$ cat src/rtl/proj_pkg.sv
// Shared types and constants for the kmer feeder: base codes, FSM states and
// the per-index hash seed generator.
package proj_pkg;

    localparam int unsigned MAX_SEEDS = 8;

    localparam logic [1:0] BASE_A = 2'b00;
    localparam logic [1:0] BASE_C = 2'b01;
    localparam logic [1:0] BASE_G = 2'b10;
    localparam logic [1:0] BASE_T = 2'b11;

    typedef enum logic {
        StFill,
        StEmit
    } state_e;

    // Golden-ratio stride keeps successive seeds well spread.
    function automatic logic [31:0] seed_of(input logic [$clog2(MAX_SEEDS)-1:0] idx);
        return 32'(idx) * 32'h9E37_79B9;
    endfunction

endpackage

$ cat src/rtl/kmer_window.sv
// Sliding window of K bases with fill counter; build with KMER_CANONICAL_EN to
// present min(forward, reverse-complement) instead of the forward window.
module kmer_window
    import proj_pkg::*;
#(
    parameter int unsigned K = 16
) (
    input  logic           clk,
    input  logic           rst_n,
    input  logic           shift,
    input  logic           clear,
    input  logic [1:0]     base,
    output logic [2*K-1:0] window,
    output logic           full
);

    localparam int unsigned CntW = $clog2(K + 1);

    logic [2*K-1:0] fwd_d, fwd_q;
    logic [CntW-1:0] cnt_d, cnt_q;

    // Counter saturates at K; full means the next accepted base completes a window.
    assign full = (cnt_q >= CntW'(K - 1));

    always_comb begin
        fwd_d = fwd_q;
        cnt_d = cnt_q;
        if (shift) begin
            fwd_d = {fwd_q[2*K-3:0], base};
            if (clear) begin
                cnt_d = '0;
            end else if (cnt_q != CntW'(K)) begin
                cnt_d = cnt_q + 1'b1;
            end
        end
    end

    always_ff @(posedge clk or negedge rst_n) begin
        if (!rst_n) begin
            fwd_q <= '0;
            cnt_q <= '0;
        end else begin
            fwd_q <= fwd_d;
            cnt_q <= cnt_d;
        end
    end

`ifdef KMER_CANONICAL_EN
    logic [2*K-1:0] rc_d, rc_q;

    always_comb begin
        rc_d = rc_q;
        if (shift) begin
            rc_d = {~base, rc_q[2*K-1:2]};
        end
    end

    always_ff @(posedge clk or negedge rst_n) begin
        if (!rst_n) begin
            rc_q <= '0;
        end else begin
            rc_q <= rc_d;
        end
    end

    // Window reflects the incoming base so the top can latch it on the same edge.
    assign window = (fwd_d < rc_d) ? fwd_d : rc_d;
`else
    assign window = fwd_d;
`endif

endmodule

$ cat src/rtl/kmer_feeder.sv
// Streams 2-bit bases into a K-base window and emits NUM_SEEDS (seed, kmer)
// pairs per complete window. KMER_CANONICAL_EN selects canonical kmers.
module kmer_feeder
    import proj_pkg::*;
#(
    parameter int unsigned HASHER_DATA_BITS = 32,
    parameter int unsigned NUM_SEEDS        = 4
) (
    input  logic                         clk,
    input  logic                         rst_n,
    input  logic                         base_valid,
    output logic                         base_ready,
    input  logic [1:0]                   base_data,
    input  logic                         base_last,
    output logic                         kmer_valid,
    input  logic                         kmer_ready,
    output logic [HASHER_DATA_BITS-1:0]  kmer,
    output logic [HASHER_DATA_BITS-1:0]  seed,
    output logic [$clog2(MAX_SEEDS)-1:0] seed_idx,
    output logic                         kmer_last,
    output logic                         seq_short
);

    localparam int unsigned K    = HASHER_DATA_BITS / 2;
    localparam int unsigned IdxW = $clog2(MAX_SEEDS);
    localparam logic [IdxW-1:0] LastIdx = IdxW'(NUM_SEEDS - 1);

    state_e                state_d, state_q;
    logic                  base_ready_d, base_ready_q;
    logic                  kmer_valid_d, kmer_valid_q;
    logic [2*K-1:0]        kmer_d, kmer_q;
    logic [HASHER_DATA_BITS-1:0] seed_d, seed_q;
    logic [IdxW-1:0]       seed_idx_d, seed_idx_q;
    logic                  kmer_last_d, kmer_last_q;
    logic                  seq_short_d, seq_short_q;
    logic                  last_d, last_q;

    logic                  base_acc;
    logic                  kmer_acc;
    logic [2*K-1:0]        window;
    logic                  win_full;

    assign base_acc = base_valid && base_ready_q;
    assign kmer_acc = kmer_valid_q && kmer_ready;

    kmer_window #(
        .K(K)
    ) u_window (
        .clk   (clk),
        .rst_n (rst_n),
        .shift (base_acc),
        .clear (base_last),
        .base  (base_data),
        .window(window),
        .full  (win_full)
    );

    always_comb begin
        state_d     = state_q;
        kmer_d      = kmer_q;
        seed_d      = seed_q;
        seed_idx_d  = seed_idx_q;
        kmer_last_d = kmer_last_q;
        last_d      = last_q;
        seq_short_d = 1'b0;
        unique case (state_q)
            StFill: begin
                if (base_acc) begin
                    if (win_full) begin
                        state_d     = StEmit;
                        kmer_d      = window;
                        seed_idx_d  = '0;
                        seed_d      = HASHER_DATA_BITS'(seed_of('0));
                        last_d      = base_last;
                        kmer_last_d = base_last && (LastIdx == '0);
                    end else if (base_last) begin
                        seq_short_d = 1'b1;
                    end
                end
            end
            StEmit: begin
                if (kmer_acc) begin
                    if (seed_idx_q == LastIdx) begin
                        state_d     = StFill;
                        seed_idx_d  = '0;
                        seed_d      = HASHER_DATA_BITS'(seed_of('0));
                        kmer_last_d = 1'b0;
                    end else begin
                        seed_idx_d  = seed_idx_q + 1'b1;
                        seed_d      = HASHER_DATA_BITS'(seed_of(seed_idx_d));
                        kmer_last_d = last_q && (seed_idx_d == LastIdx);
                    end
                end
            end
            default: state_d = StFill;
        endcase
        base_ready_d = (state_d == StFill);
        kmer_valid_d = (state_d == StEmit);
    end

    always_ff @(posedge clk or negedge rst_n) begin
        if (!rst_n) begin
            state_q      <= StFill;
            base_ready_q <= 1'b0;
            kmer_valid_q <= 1'b0;
            kmer_q       <= '0;
            seed_q       <= '0;
            seed_idx_q   <= '0;
            kmer_last_q  <= 1'b0;
            seq_short_q  <= 1'b0;
            last_q       <= 1'b0;
        end else begin
            state_q      <= state_d;
            base_ready_q <= base_ready_d;
            kmer_valid_q <= kmer_valid_d;
            kmer_q       <= kmer_d;
            seed_q       <= seed_d;
            seed_idx_q   <= seed_idx_d;
            kmer_last_q  <= kmer_last_d;
            seq_short_q  <= seq_short_d;
            last_q       <= last_d;
        end
    end

    assign base_ready = base_ready_q;
    assign kmer_valid = kmer_valid_q;
    assign kmer       = kmer_q;
    assign seed       = seed_q;
    assign seed_idx   = seed_idx_q;
    assign kmer_last  = kmer_last_q;
    assign seq_short  = seq_short_q;

endmodule

$ cat config.mk
export PLATFORM = sky130hd
export DESIGN_NAME = kmer_feeder
export DESIGN_NICKNAME = d
export VERILOG_FILES = /design/src/rtl/proj_pkg.sv /design/src/rtl/kmer_window.sv /design/src/rtl/kmer_feeder.sv
export SDC_FILE = /design/constraint.sdc
export NUM_CORES = 1
export LEC_CHECK = 0
export CAP_MARGIN = 15
export CORE_ASPECT_RATIO = 0.9
export CORE_MARGIN = 2
export CORE_UTILIZATION = 40
export CTS_BUF_LIST = sky130_fd_sc_hd__clkbuf_16
export CTS_CLUSTER_SIZE = 16
export DETAILED_ROUTE_END_ITERATION = 6
export PLACE_DENSITY = 0.64
export SYNTH_ARGS = -nofsm -noshare
export SYNTH_HDL_FRONTEND = slang
export SYNTH_HIERARCHICAL = 1
export SYNTH_SLANG_ARGS = --single-unit
$ cat constraint.sdc
create_clock -name clk -period 3 [get_ports clk]
set_input_delay 0.6 -clock clk [delete_from_list [all_inputs] [get_ports clk]]
set_output_delay 0.6 -clock clk [all_outputs]
set_load 0.05 [all_outputs]
==> qor.yml, run 1 <==
grt_pass1_vias: 2846
finalSetupViolations: 0
synth_area_leaders: "dfrtp_1 54%, mux2_2 17%, ha_1 5.0%"
slew_viol_final: 0
syn_area_um2: 4250
core_um2: 10300
r2r_slack_ns: 0.14
overflow: 0
drtPass1Iterations: 4
drive_above_1_share_pct: 28.5
clk_pin_slew_worst_paths_ns: 0.07
grt_pass1_wl_um: 14900
required_ns: 3.21
reg2reg_to: "seed[17]"
slowest_delay_ns: 0.43
synth_area_per_cell_um2: 12.7
crit_path_end_kind: "register"
fp.dieArea_um2: 11500
fin_crit_sh_pct: 95.3
final_nets: 429
grt_max_degree: 92
die_w_um: 113
wl_per_cell_um: 16.4
crit_slowest_cell: "dfrtp_2"
skew_ns: 0.00834
ys.flop_type: "dfrtp_1"
cts_buffer_depth: 2
worstPathArrival_ns: 3.07
whs_ns: 0.311
area_growth_pct: 28.8
setup.worst_path.start: "seed[25]"
synth_edf_count: 0
ant_nets: 0
synth_warnings: 6
synth.net_count: 359
synthDominantCellAreaShare_pct: 53.6
min_path_type: "input pin to asynchronous set/reset pin"
endpoint: "seed[17]"
cts-root-buf: "clkbuf_16"
cp_num_cells: 11
path_class: "register to register"
reg2reg_depth: 11
syn_inst: 335
hold_buffers: 0
io_pins: 78
via_per_inst: 5.05
wl_um: 8830
rows: 35
post_cts_buffers: 0
antenna_found_initial: 0
diodes: 0
cp_max_fo: 6
hold_viol: 0
async_flop_share_pct: 100
track_usage_pct: 16.4
fin_cells: 539
worst-path-buf-inv: 1
post-dp-hpwl_um: 5900
yosysTopAreaCell: "dfrtp_1"
clkSinkCount: 91
synth_seq_area_share_pct: 53.6
synth-seq-cells: 91
drv_cap: 0
start_kind: "register"
dp_cells: 523
io_buffers: 77
route.detailed.drc: 0
critPathTopFamily: "adder cells"
cts_buffers: 9
crit_chain: "ha_2 > ha_4 > inv_1 > ha_4 > xnor2_1 > ha_1 > a21o_1 > a221o_1 > a21oi_2 > xor2_1 > o21ai_1"
worst_pin_slew_ns: 0.526
crit_top_cell: "ha_4"
place_congestion: 0.857
r2r-start: "seed[25]"
die_y_um: 102
drt-initial-drc-count: 137
ctsResizeCount: 0
cts_tree: "done"
yosys.cell_types.count: 53
htree_levels: 3
vias: 2723
period_needed_ns: 2.86
slew_headroom_pct: 64.8
initial_core_util_pct: 41.3
insertion_delay_ns: 0.34
status: "completed"
max_freq_ghz: 0.350
-- Yosys cell counts (2+ instances only) --
library cell / instances
dfrtp_1: 91
ha_1: 17
nand2_1: 28
a221o_1: 2
o21ai_1: 6
buf_4: 19
nand2b_1: 3
a21oi_1: 8
xnor2_1: 6
xor2_1: 2
buf_6: 2
buf_2: 8
o31ai_1: 3
mux2_2: 65
a22o_1: 5
a31oi_1: 2
a21o_1: 2
nor2_1: 7
a21oi_2: 2
inv_1: 14
o21ai_0: 7
nand3_1: 4
o22ai_1: 2
-- stage by stage --
stage               area (um^2)  utilization, %  worst slack (ns)  setup TNS, ns
finish                     5470            53.1             0.142              0
global route               5470            53.1          -0.00749       -0.00749
CTS                        5450            52.9            0.0966              0
detailed placement         5120            49.8             0.120              0
global placement           5120            49.8             0.156              0
floorplan                  4280               -            0.0782              0
-- kinds of logic after synthesis --
group           after synthesis  synth area share [%]
mux                          67                  17.8
flops                        91                  53.6
buf+inv                      45                  6.25
xor+xnor                      8                  1.65
simple gates                 58                  7.19
fa+ha+maj                    17                  5.01
compound gates               49                  8.46
-- cell usage in the layout (no fill, tap or decap), types with 5 or more instances in the layout --
cell type	n
dfrtp_1	88
clkdlybuf4s50_1	76
mux2_2	65
nand2_1	28
inv_1	15
ha_1	13
buf_4	10
clkbuf_16	9
nor2_1	7
o21ai_0	7
xnor2_1	6
a21oi_1	6
o21ai_1	6
a22o_1	5
-- flip-flops by register name, summed over array words and instances, names as in the netlist --
| register | flops |
|---|---|
| seed | 17 |
| seq_short | 1 |
| kmer | 32 |
| base_ready | 1 |
| kmer_valid | 1 |
| u_window/cnt_q | 5 |
| last_q | 1 |
| u_window/fwd_q | 32 |
| kmer_last | 1 |
-- metal layers --
layer | wire length (um) | GRT usage (%)
met5 | 0 | 0
met4 | 93 | 4.03
met3 | 320 | 3.41
met2 | 3980 | 25.2
met1 | 4440 | 23.9
-- layout make-up --
class                      count  area (um^2)
fill                         888         4820
sequential                    91         2280
tap                          129          161
clock inverter                 7         98.8
multi-input combinational    199         1750
clock buffer                   9          225
inverter                      15         56.3
timing repair buffer          89          896
-- how the worst min path moves through the flow --
stage | end | slack (ns) | depth (start not counted)
3_5_place_dp | kmer_last | 0.48 | 2
5_1_grt | kmer[28] | 0.33 | 2
4_1_cts | u_window/fwd_q[28] | 0.33 | 2
2_1_floorplan | base_ready | 0.30 | 0
6_report | u_window/fwd_q[28] | 0.31 | 2
3_3_place_gp | seed[12] | 0.47 | 2
Power of run 1 is left out: the tool's default activity adds up to more than one toggle a clock period on the data nets, which glitch-free logic cannot reach.
==> inputs of run 2 (changes only) <==
--- a/config.mk
+++ b/config.mk
@@ -13,6 +13,7 @@
 export CTS_CLUSTER_SIZE = 16
 export DETAILED_ROUTE_END_ITERATION = 6
 export PLACE_DENSITY = 0.64
+export SETUP_SLACK_MARGIN = 0.15
 export SYNTH_ARGS = -nofsm -noshare
 export SYNTH_HDL_FRONTEND = slang
 export SYNTH_HIERARCHICAL = 1
==> run 2 against run 1 <==
Flip-flop and latch count is the same. Global-route usage is 0.50 points lower. Die area did not move. Critical path depth is the same. Core utilization fell by 0.073 points. Sequential share of layout area is 0.15 points higher. Clock-buffer cell count is the same. Worst setup slack gained 0.083 ns. Wire length down 2.0%. Cell count did not move. Register-to-register slack improved by 0.08 ns. Critical path type unchanged. Largest cell class unchanged. Highest routed layer unchanged.
==> qor.yml, run 2 (synthesized netlist as in run 1, its figures left out) <==
status: "completed"  # unchanged
via_per_inst: 5.04  # was 5.05
ant_nets: 0  # unchanged
drt-initial-drc-count: 151  # was 137
slew_headroom_pct: 54.6  # was 64.8%
drv_cap: 0  # unchanged
wl_per_cell_um: 16.1  # was 16.4 um
rsz0062_at_grt: "true"
grtUsageMet1_pct: 23.7  # was 23.9%
post-dp-hpwl_um: 6010  # was 5900 um
slowest_delay_ns: 0.49  # was 0.43 ns
fp.dieArea_um2: 11500  # unchanged
cts_buffers: 9  # unchanged
grt_max_degree: 49  # was 92
crit_top_cell: "ha_4"  # unchanged
grt_pass1_wl_um: 14300  # was 14900 um
worstPathArrival_ns: 3.00  # was 3.07 ns
crit_path_end_kind: "register"  # unchanged
initial_core_util_pct: 41.3  # unchanged
overflow: 0  # unchanged
reg2reg_to: "seed[17]"  # unchanged
r2r-start: "seed[25]"  # unchanged
finalSetupViolations: 0  # unchanged
rows: 35  # unchanged
clk_pin_slew_worst_paths_ns: 0.06  # was 0.07 ns
cp_max_fo: 5  # was 6
required_ns: 3.22  # was 3.21 ns
start_kind: "register"  # unchanged
vias: 2719  # was 2723
max_freq_ghz: 0.360  # was 0.350 GHz
area_growth_pct: 28.6  # was 28.8%
io_pins: 78  # unchanged
mostFrequentLayoutCell: "dfrtp_1"  # unchanged
slew_viol_final: 0  # unchanged
grtUsageMet3_pct: 4.19  # was 3.41%
grt.busiest_layer: "met1"  # was met2
grtUsageMet2_pct: 22.8  # was 25.2%
die_y_um: 102  # unchanged
cts_tree: "done"  # unchanged
wl_um: 8660  # was 8830 um
reg2reg_depth: 11  # unchanged
core_um2: 10300  # unchanged
antenna_found_initial: 0  # unchanged
drtPass1Iterations: 4  # unchanged
fin_tns_setup_ns: 0  # unchanged
min_path_type: "input pin to asynchronous set/reset pin"  # unchanged
io_buffers: 77  # unchanged
fin_crit_sh_pct: 92.5  # was 95.3%
period_needed_ns: 2.78  # was 2.86 ns
htree_levels: 3  # unchanged
mostFrequentLayoutCells: "88 x dfrtp_1, 76 x clkdlybuf4s50_1, 65 x mux2_2"  # unchanged
skew_ns: 0.00296  # was 0.00834 ns
diodes: 0  # unchanged
cts_buffer_depth: 2  # unchanged
final_nets: 430  # was 429
grt_pass1_vias: 2721  # was 2846
path_class: "register to register"  # unchanged
r2r_slack_ns: 0.22  # was 0.14 ns
route.detailed.drc: 0  # unchanged
clkSinkCount: 91  # unchanged
insertion_delay_ns: 0.33  # was 0.34 ns
crit_chain: "ha_4 > ha_4 > inv_2 > ha_4 > xnor2_2 > ha_1 > a21o_1 > a221o_1 > a21oi_2 > xor2_1 > o21ai_1"  # was ha_2 > ha_4 > inv_1 > ha_4 > xnor2_1 > ha_1 > a21o_1 > a221o_1 > a21oi_2 > xor2_1 > o21ai_1
worst_pin_slew_ns: 0.681  # was 0.526 ns
hold_viol: 0  # unchanged
fillers: 895  # was 888
place_congestion: 0.877  # was 0.857
crit_slowest_cell: "dfrtp_4"  # was dfrtp_2
cts-root-buf: "clkbuf_16"  # unchanged
die_w_um: 113  # unchanged
drive_above_1_share_pct: 29.3  # was 28.5%
track_usage_pct: 15.9  # was 16.4%
==> run 2: changes by cell type in the layout (fill, tap and decap cells not counted), sizes merged <==
cell,before,now
bufinv,2,0
inv,18,17
buf,13,14
clkinv,2,4
==> run 2: worst max path at each step <==
stage | startpoint | cells past startpoint | slack [ns] | end
finish | seed[25] | 11 | 0.22 | seed[17]
global route | seed[25] | 11 | 0.12 | seed[17]
global placement | seed[25] | 11 | 0.19 | seed[17]
CTS | seed[25] | 12 | 0.16 | seed[17]
detailed placement | seed[25] | 11 | 0.14 | seed[17]
floorplan | seed[1] | 11 | 0.17 | seed[17]
==> run 2: final cells by class <==
cell class	count	area [um^2]	share of cell area, %
clock inverter	6	33.8	0.619
sequential	91	2290	41.9
multi-input combinational	199	1800	33.0
clock buffer	9	225	4.13
inverter	15	58.8	1.08
tap	129	161	2.96
timing repair buffer	90	891	16.3
==> run 2: routing by layer <==
layer  share of wire [%]  routed length, um
met1                  49               4260
met2                  44               3830
met3                 5.1                439
met4                 1.3                116
met5                   0                  0
==> run 2: critical path: cells and delay by family (launching register included) <==
family / cells / cell delay (ns)
buffers and inverters: 1 / 0.08
XOR/XNOR: 2 / 0.31
adder cells (fa/ha/maj): 4 / 1.09
flip-flops: 1 / 0.49
AO/OA/AOI/OAI: 4 / 0.70
==> run 2: what timing repair did <==
action,in CTS,in global routing
setup endpoints to repair,2,4
resized for setup,1,7
pin swaps,1,3
hold buffers,0,0
cloned,0,0
setup buffers,0,1
==> run 2: metrics by stage <==
| stage | utilization [%] | instance area [um^2] | setup slack [ns] | cells | hold slack (ns) |
|---|---|---|---|---|---|
| floorplan | - | 4310 | 0.173 | 335 | 0.304 |
| global placement | 50.0 | 5150 | 0.190 | 523 | 0.471 |
| detailed placement | 50.0 | 5150 | 0.144 | 523 | 0.474 |
| CTS | 52.6 | 5410 | 0.163 | 538 | 0.313 |
| global route | 53.0 | 5460 | 0.116 | 539 | 0.334 |
| finish | 53.0 | 5460 | 0.225 | 539 | 0.292 |
Power of run 2 is left out for the same reason.
